## src/rtl/aer_event_packetizer.sv

```systemverilog
// AER event packetizer: timestamps polarity-filtered pixel events and queues
// them as {timestamp, x, y, polarity} in a first-word-fall-through FIFO.
module aer_event_packetizer #(
    parameter int ROW_ADD  = 4,
    parameter int COL_ADD  = 4,
    parameter int SIZE     = 16,
    parameter int DEPTH    = 8,
    parameter int TICK_DIV = 1,
    parameter int DROP_W   = 8,
    localparam int WIDTH   = SIZE + ROW_ADD + COL_ADD + 1
) (
    input  logic                     clk_i,
    input  logic                     reset_i,
    input  logic                     enable_i,
    input  logic                     clear_i,
    input  logic [1:0]               pol_en_i,
    input  logic [ROW_ADD-1:0]       x_add_i,
    input  logic [COL_ADD-1:0]       y_add_i,
    input  logic                     polarity_i,
    input  logic                     event_valid_i,
    output logic                     event_ready_o,
    output logic [WIDTH-1:0]         data_out_o,
    output logic                     data_valid_o,
    input  logic                     data_ready_i,
    output logic [SIZE-1:0]          timestamp_o,
    output logic [$clog2(DEPTH):0]   fill_level_o,
    output logic                     overflow_o,
    output logic [DROP_W-1:0]        drop_count_o
);

    localparam int AW = $clog2(DEPTH);
    localparam int PW = (TICK_DIV > 1) ? $clog2(TICK_DIV) : 1;
    localparam logic [AW:0]   FULL_LVL = (AW+1)'(DEPTH);
    localparam logic [PW-1:0] PRE_TC   = PW'(TICK_DIV - 1);

    logic [PW-1:0]     presc_q, presc_d;
    logic [SIZE-1:0]   ts_q, ts_d;
    logic [AW-1:0]     wr_q, wr_d, rd_q, rd_d;
    logic [AW:0]       lvl_q, lvl_d;
    logic              ovf_q, ovf_d;
    logic [DROP_W-1:0] drop_q, drop_d;
    logic [WIDTH-1:0]  mem_q [DEPTH];

    logic full, empty, qualified, push, pop, drop, tick;

    always_comb begin
        full      = (lvl_q == FULL_LVL);
        empty     = (lvl_q == '0);
        qualified = event_valid_i & enable_i & pol_en_i[polarity_i];
        // A full FIFO blocks the push even when a pop frees a slot this cycle.
        push      = qualified & ~full;
        drop      = qualified & full;
        pop       = ~empty & data_ready_i;
        tick      = enable_i && (presc_q == PRE_TC);

        presc_d = presc_q;
        ts_d    = ts_q;
        if (enable_i) begin
            presc_d = tick ? '0 : presc_q + 1'b1;
            if (tick) ts_d = ts_q + 1'b1;
        end

        wr_d = push ? wr_q + 1'b1 : wr_q;
        rd_d = pop  ? rd_q + 1'b1 : rd_q;
        case ({push, pop})
            2'b10:   lvl_d = lvl_q + 1'b1;
            2'b01:   lvl_d = lvl_q - 1'b1;
            default: lvl_d = lvl_q;
        endcase

        ovf_d  = ovf_q;
        drop_d = drop_q;
        if (clear_i) begin
            ovf_d  = 1'b0;
            drop_d = '0;
        end else if (drop) begin
            ovf_d = 1'b1;
            if (drop_q != '1) drop_d = drop_q + 1'b1;
        end
    end

    always_ff @(posedge clk_i) begin
        if (reset_i) begin
            presc_q <= '0;
            ts_q    <= '0;
            wr_q    <= '0;
            rd_q    <= '0;
            lvl_q   <= '0;
            ovf_q   <= 1'b0;
            drop_q  <= '0;
        end else begin
            presc_q <= presc_d;
            ts_q    <= ts_d;
            wr_q    <= wr_d;
            rd_q    <= rd_d;
            lvl_q   <= lvl_d;
            ovf_q   <= ovf_d;
            drop_q  <= drop_d;
        end
    end

    always_ff @(posedge clk_i) begin
        if (push && !reset_i) mem_q[wr_q] <= {ts_q, x_add_i, y_add_i, polarity_i};
    end

    assign event_ready_o = ~full;
    assign data_valid_o  = ~empty;
    assign data_out_o    = empty ? '0 : mem_q[rd_q];
    assign timestamp_o   = ts_q;
    assign fill_level_o  = lvl_q;
    assign overflow_o    = ovf_q;
    assign drop_count_o  = drop_q;

endmodule

```

## config.mk

```make
export PLATFORM = sky130hd
export DESIGN_NAME = aer_event_packetizer
export DESIGN_NICKNAME = d
export VERILOG_FILES = /design/src/rtl/aer_event_packetizer.sv
export SDC_FILE = /design/constraint.sdc
export NUM_CORES = 1
export LEC_CHECK = 0
export CORE_UTILIZATION = 45
export DETAILED_ROUTE_END_ITERATION = 7
export MAX_ROUTING_LAYER = met4
export SLEW_MARGIN = 20
export SYNTH_ARGS = -nofsm -noshare
export SYNTH_HDL_FRONTEND = slang
export SYNTH_SLANG_ARGS = --single-unit
export TNS_END_PERCENT = 1
```

## constraint.sdc

```tcl
create_clock -name clk_i -period 4.8 [get_ports clk_i]
set_input_delay 0.48 -clock clk_i [delete_from_list [all_inputs] [get_ports clk_i]]
set_output_delay 0.48 -clock clk_i [all_outputs]
set_load 0.02 [all_outputs]
```

# Word level (Yosys, flattened, before mapping)
# Memory sizes are Yosys's and may differ from the RTL's. A register that Yosys moved wholly into a read port is not among the register bits.
# Cells that the tools add are included.
# op_classes
addsub	7
n_bitwise	8
n_mux	9
n_reduce_logical	8
eq_ne	4
magnitude_cmp	1
# ops
operator	n
$mux 25	1
$add 16x1->16 const B	1
$add 8x1->8 const B	1
$ne 8x8->1 const B	1
$pmux 4 s2	1
$add 3x1->3 const B	2
$mux 3	2
$and 1x1->1	5
$mux 1	5
$add 4x1->4 const B	1
$eq 4x4->1 const B	1
$logic_not 4->1	1
$reduce_and 2->1	2
$sub 4x1->4 const B	1
$not 1->1	3
$eq 2x1->1 const B	1
$eq 2x2->1 const B	1
$logic_and 1x1->1	2
$lt 1x2->1 const B	1
$reduce_bool 2->1	1
$reduce_or 2->1	1
$add 1x1->1 const B	1
$logic_not 1->1	1
# word_totals
ff_bits	36
ram_bits	200
memories	1
# memory_table
memory	words	word_bits	rd	rd_ports_with_merged_regs	wr	line_no	source
mem_q	8	25	1	1	1	42	logic [WIDTH-1:0] mem_q [DEPTH];

# Longest topological paths before layout
# depth
depth_word	7
mapped_depth	12
depth_no_buf	10

# Worst setup path after synthesis
# Ideal clock, no wire load.
# synth_path
kind	register to register
start	register lvl_q[1] (netlist: fill_level_o[1])
end	memory mem_q[0][0] (netlist name) (enable)
stages_incl_launch_ff	6
slack_ps	464
required_ps	4321
arrival_ps	3857
path_buffers	1
synth_period_minus_slack_ps	4336
setup_ps	479
path_cell_list	dfxtp_1 -> buf_2 -> nor4b_4 -> nor3_2 -> inv_2 -> nor4b_1
# synth_between
elab_chain_len	6
# synth_lines
element	line_no	source
start: declaration	39	logic [AW:0] lvl_q, lvl_d;
start signal: assignment	96	lvl_q <= lvl_d;
$eq 4x4->1	47	full = (lvl_q == FULL_LVL);
$not 1->1	51	push = qualified & ~full;
$and 1x1->1	51	
$logic_and 1x1->1	103	if (push && !reset_i) mem_q[wr_q] <= {ts_q, x_add_i, y_add_i, polarity_i};
$mux 1	103	
$mux 1 (implied by the code)	103	
end: declaration	42	
# Every way passes these cells.

==> out/qor.csv <==
stage,metric,value,unit
worst_setup_path,critical path arrival,3100,ps
run_status,status,"finished, final reports clean",
cts,clock root buffer,clkbuf_16,
worst_setup_path,CP top delay family,flip-flops,
sta,Tcrit/Tclk final,74.5,%
global_routing,vias in the first global route,5080,
cts,TritonCTS Buffers,25,
final_layout,footprint of the multi-input gates,2600,sq um
worst_setup_path,worst endpoint required time,4320,ps
die,Die Ht,147,um
synthesis,library cells used by synthesis,50,
global_routing,GR Layer Usage met1,25.3,%
cts,cts hold-fix bufs,0,
synthesis,cell taking the most area after synthesis,edfxtp_1,
sta,final setup fails,0,
pwr,Leak,3.40,nW
detailed_routing,DR vias,4961,
placement,hpwl dp,10.2,mm
worst_setup_path,CP endpoint kind,output port,
pwr,Logic pwr share,17.4,%
sta,Slew Limit Fails,0,
pwr,total power,5.41,mW
sta,Fin Setup TNS,0,ps
synthesis,Yosys reg bits,239,
global_routing,first-pass GRT wire length,29.2,mm
global_routing,GR Util All Layers,18.3,%
worst_setup_path,Max Fanout on Critical Path,45,
worst_setup_path,Startpoint Class,flip-flop,
pwr,Sequential Power Share,44.6,%
global_routing,largest net degree at the start of global routing,46,
global_routing,met3 GRT Util,3.11,%
synthesis,Synth Cell Area,9490,sq um
global_routing,antenna violations before repair,0,
die,Die Area,21700,sq um
sta,Worst Tran Pin Value,997,ps
final_layout,share of layout cells above drive strength 1,19.9,%
cts,post-cts gate resize count,0,
hold_path,hold crit path type,reg -> reg,
flow_run,Max Cap Violations,0,
sta,worst rel slew slack,33.5,%
placement,Port-buffer cells,72,
final_layout,Final Util,56.1,%
global_routing,gr ovfl total,0,
cts,Setup Buffers After CTS,0,
cts,CTS Sinks,239,
worst_setup_path,ordered cell list for the critical path,buf_4 > mux4_2 > mux2i_1 > nor2_1 > clkdlybuf4s50_1,
cts,clk buf depth,3,
sta,min cycle time layout,3580,ps
detailed_routing,first drt pass iteration count,6,
worst_setup_path,master of the slowest instance on the critical path,dfxtp_4,
cts,clock slew at reported path FFs,60,ps
detailed_routing,via/cell ratio,5.43,
synthesis,dominant synthesized flop cell,edfxtp_1,
detailed_routing,Iter 0 DRT Violations,285,
synthesis,Post-synth EDFFs,200,
synthesis,post-synth top area share,63.3,%
synthesis,post-synthesis sequential area ratio,71.5,%
synthesis,"top cells by area, synth","edfxtp_1, mux4_2, dfxtp_1, mux2i_1, nor2_1",
cts,latest clock arrival within the worst-skew pair,510,ps
die,IO Count,73,
detailed_routing,DRC,0,
pwr,switching part of the total,25.1,%
pwr,VDD IR-drop max,278,uV
synthesis,syn nets,565,
die,initial core utilization,46.4,%
detailed_routing,Routed Wire Length,18.7,mm
pwr,P per Cell Area,472,nW/um^2
die,area of the core,20400,sq um
final_layout,register area,6790,sq um
sta,skew final,13.7,ps
pwr,switching pwr,1.35,mW
worst_setup_path,CP max stage delay,970,ps
synthesis,Syn Area/Cell,17.5,sq um
sta,"Hold Violations, Final",0,
global_routing,met2 Resource Use GR,28.5,%
cts,CTS H-tree lvls,1,
synthesis,Post-Synthesis Cells,541,
final_layout,n_diodes,0,
cts,CTS tree,done,
placement,gpl congestion,0.743,
detailed_routing,per-cell routed wire length,20.4,um
worst_setup_path,Crit Path Class,reg -> out,
synthesis,YS warnings,0,
pwr,Power Internal,4.05,mW
die,Site Rows,52,
sta,RSZ-0062 raised after global routing,false,
detailed_routing,Routed Antenna Nets,0,
final_layout,Area Overhead vs Synth,20.8,%
worst_setup_path,Bufs and invs on worst path,2,
die,Chip Width,147,um
synthesis,ys async rst share,0,%
pwr,Clk pwr share,38.0,%
final_layout,# fillers,1624,
final_layout,Nets,649,
global_routing,GR peak layer,met2,
sta,Max Fclk,279,MHz
==> power groups by stage <==
stage | Sequential (mW) | Combinational, mW | Clock (mW)
after floorplan | 2.34 | 0.714 | 0
after global placement | 2.47 | 0.949 | 0
after detailed placement | 2.47 | 0.956 | 0
after CTS | 2.42 | 0.960 | 2.09
after global routing | 2.44 | 1.01 | 2.17
final | 2.41 | 0.942 | 2.05
==> cells by family (layout without fill, tap and decap cells) <==
group	Yosys count	in the layout	share of synthesized area [%]
DFF	239	239	71.5
buffers and inverters	33	135	1.40
AOI/OAI and AO/OA	30	30	1.90
and+or+nand+nor	134	134	7.52
xor gates and xnor gates	17	17	1.57
adders and majority gates	7	7	0.923
muxes	81	81	15.2
==> placed cells by master, fill, tap and decap left out, types with 5 or more instances in the layout <==
master	instances
a21oi_1	11
clkdlybuf4s50_1	72
xor2_1	7
nand3_1	8
ha_1	7
buf_4	11
nand2_1	18
or3_1	5
clkbuf_16	25
nor2_1	54
o21ai_0	9
nor3_1	6
mux4_2	50
edfxtp_1	200
clkbuf_8	7
clkinv_2	5
dfxtp_1	36
xnor2_1	10
inv_1	6
mux2i_1	29
==> stage by stage <==
step / hold slack (ps) / cells / setup WS [ps] / instance area, sq um
2_1_floorplan: 479 / 541 / 464 / 9490
3_3_place_gp: 461 / 868 / 1700 / 10600
3_5_place_dp: 475 / 868 / 1590 / 10600
4_1_cts: 501 / 913 / 1100 / 11500
5_1_grt: 528 / 913 / 995 / 11500
6_report: 504 / 913 / 1220 / 11500
==> per-layer routing <==
metal | wire length [um] | up-vias | part of all wire (%)
met3 | 939 | 26 | 5.0
met5 | 0 | - | 0
met4 | 261 | 0 | 1.4
li1 | - | 2297 | -
met2 | 8750 | 129 | 47
met1 | 8710 | 2509 | 47
==> area by class of cell <==
type / count / area share, %
multi-input cells: 269 / 22.7
flip-flops and latches: 239 / 59.3
well taps: 270 / 2.95
clock buffers: 32 / 6.30
repair buffers: 83 / 7.01
inverters: 7 / 0.229
clock inverters: 13 / 1.57
==> flip-flops by register name, indices dropped and copies added, names as in the netlist, named ones only <==
signal and cells:
drop_count_o 8, fill_level_o 4, mem_q 200, overflow_o 1, presc_q 1, rd_q 3
timestamp_o 16, wr_q 3
==> path summary, 6_finish.rpt <==
kind                            depth (start not counted)  slack [ps]               to            start
worst max-delay path                                    5        1220    data_out_o[3]        flip-flop
worst min register to register                          2         500       overflow_o       overflow_o
worst min-delay path                                    2         500       overflow_o       overflow_o
worst max register to register                         11        1910  fill_level_o[2]  fill_level_o[0]
==> worst register-to-register path: stages (launching register included) <==
cell and delay (ps):
dfxtp_1 420, nor4_4 280, buf_4 400, inv_1 150, and2_1 260, ha_1 280
xor2_1 170, ha_1 190, a21oi_1 140, xor2_1 100, or3_1 310, a21oi_1 140
==> cells in the mapped netlist, drive strengths merged (3+ instances only) <==
cell	n
edfxtp	200
nor2	57
mux4	50
dfxtp	39
mux2i	29
nand2	18
clkbuf	15
a21oi	11
buf	11
xnor2	10
nand3	9
nor3	9
o21ai	9
ha	7
inv	7
xor2	7
nand4	5
nor4	5
or3	5
or4	4
and3	3
nor2b	3
nor4b	3
(Power assumes the default switching activity.)
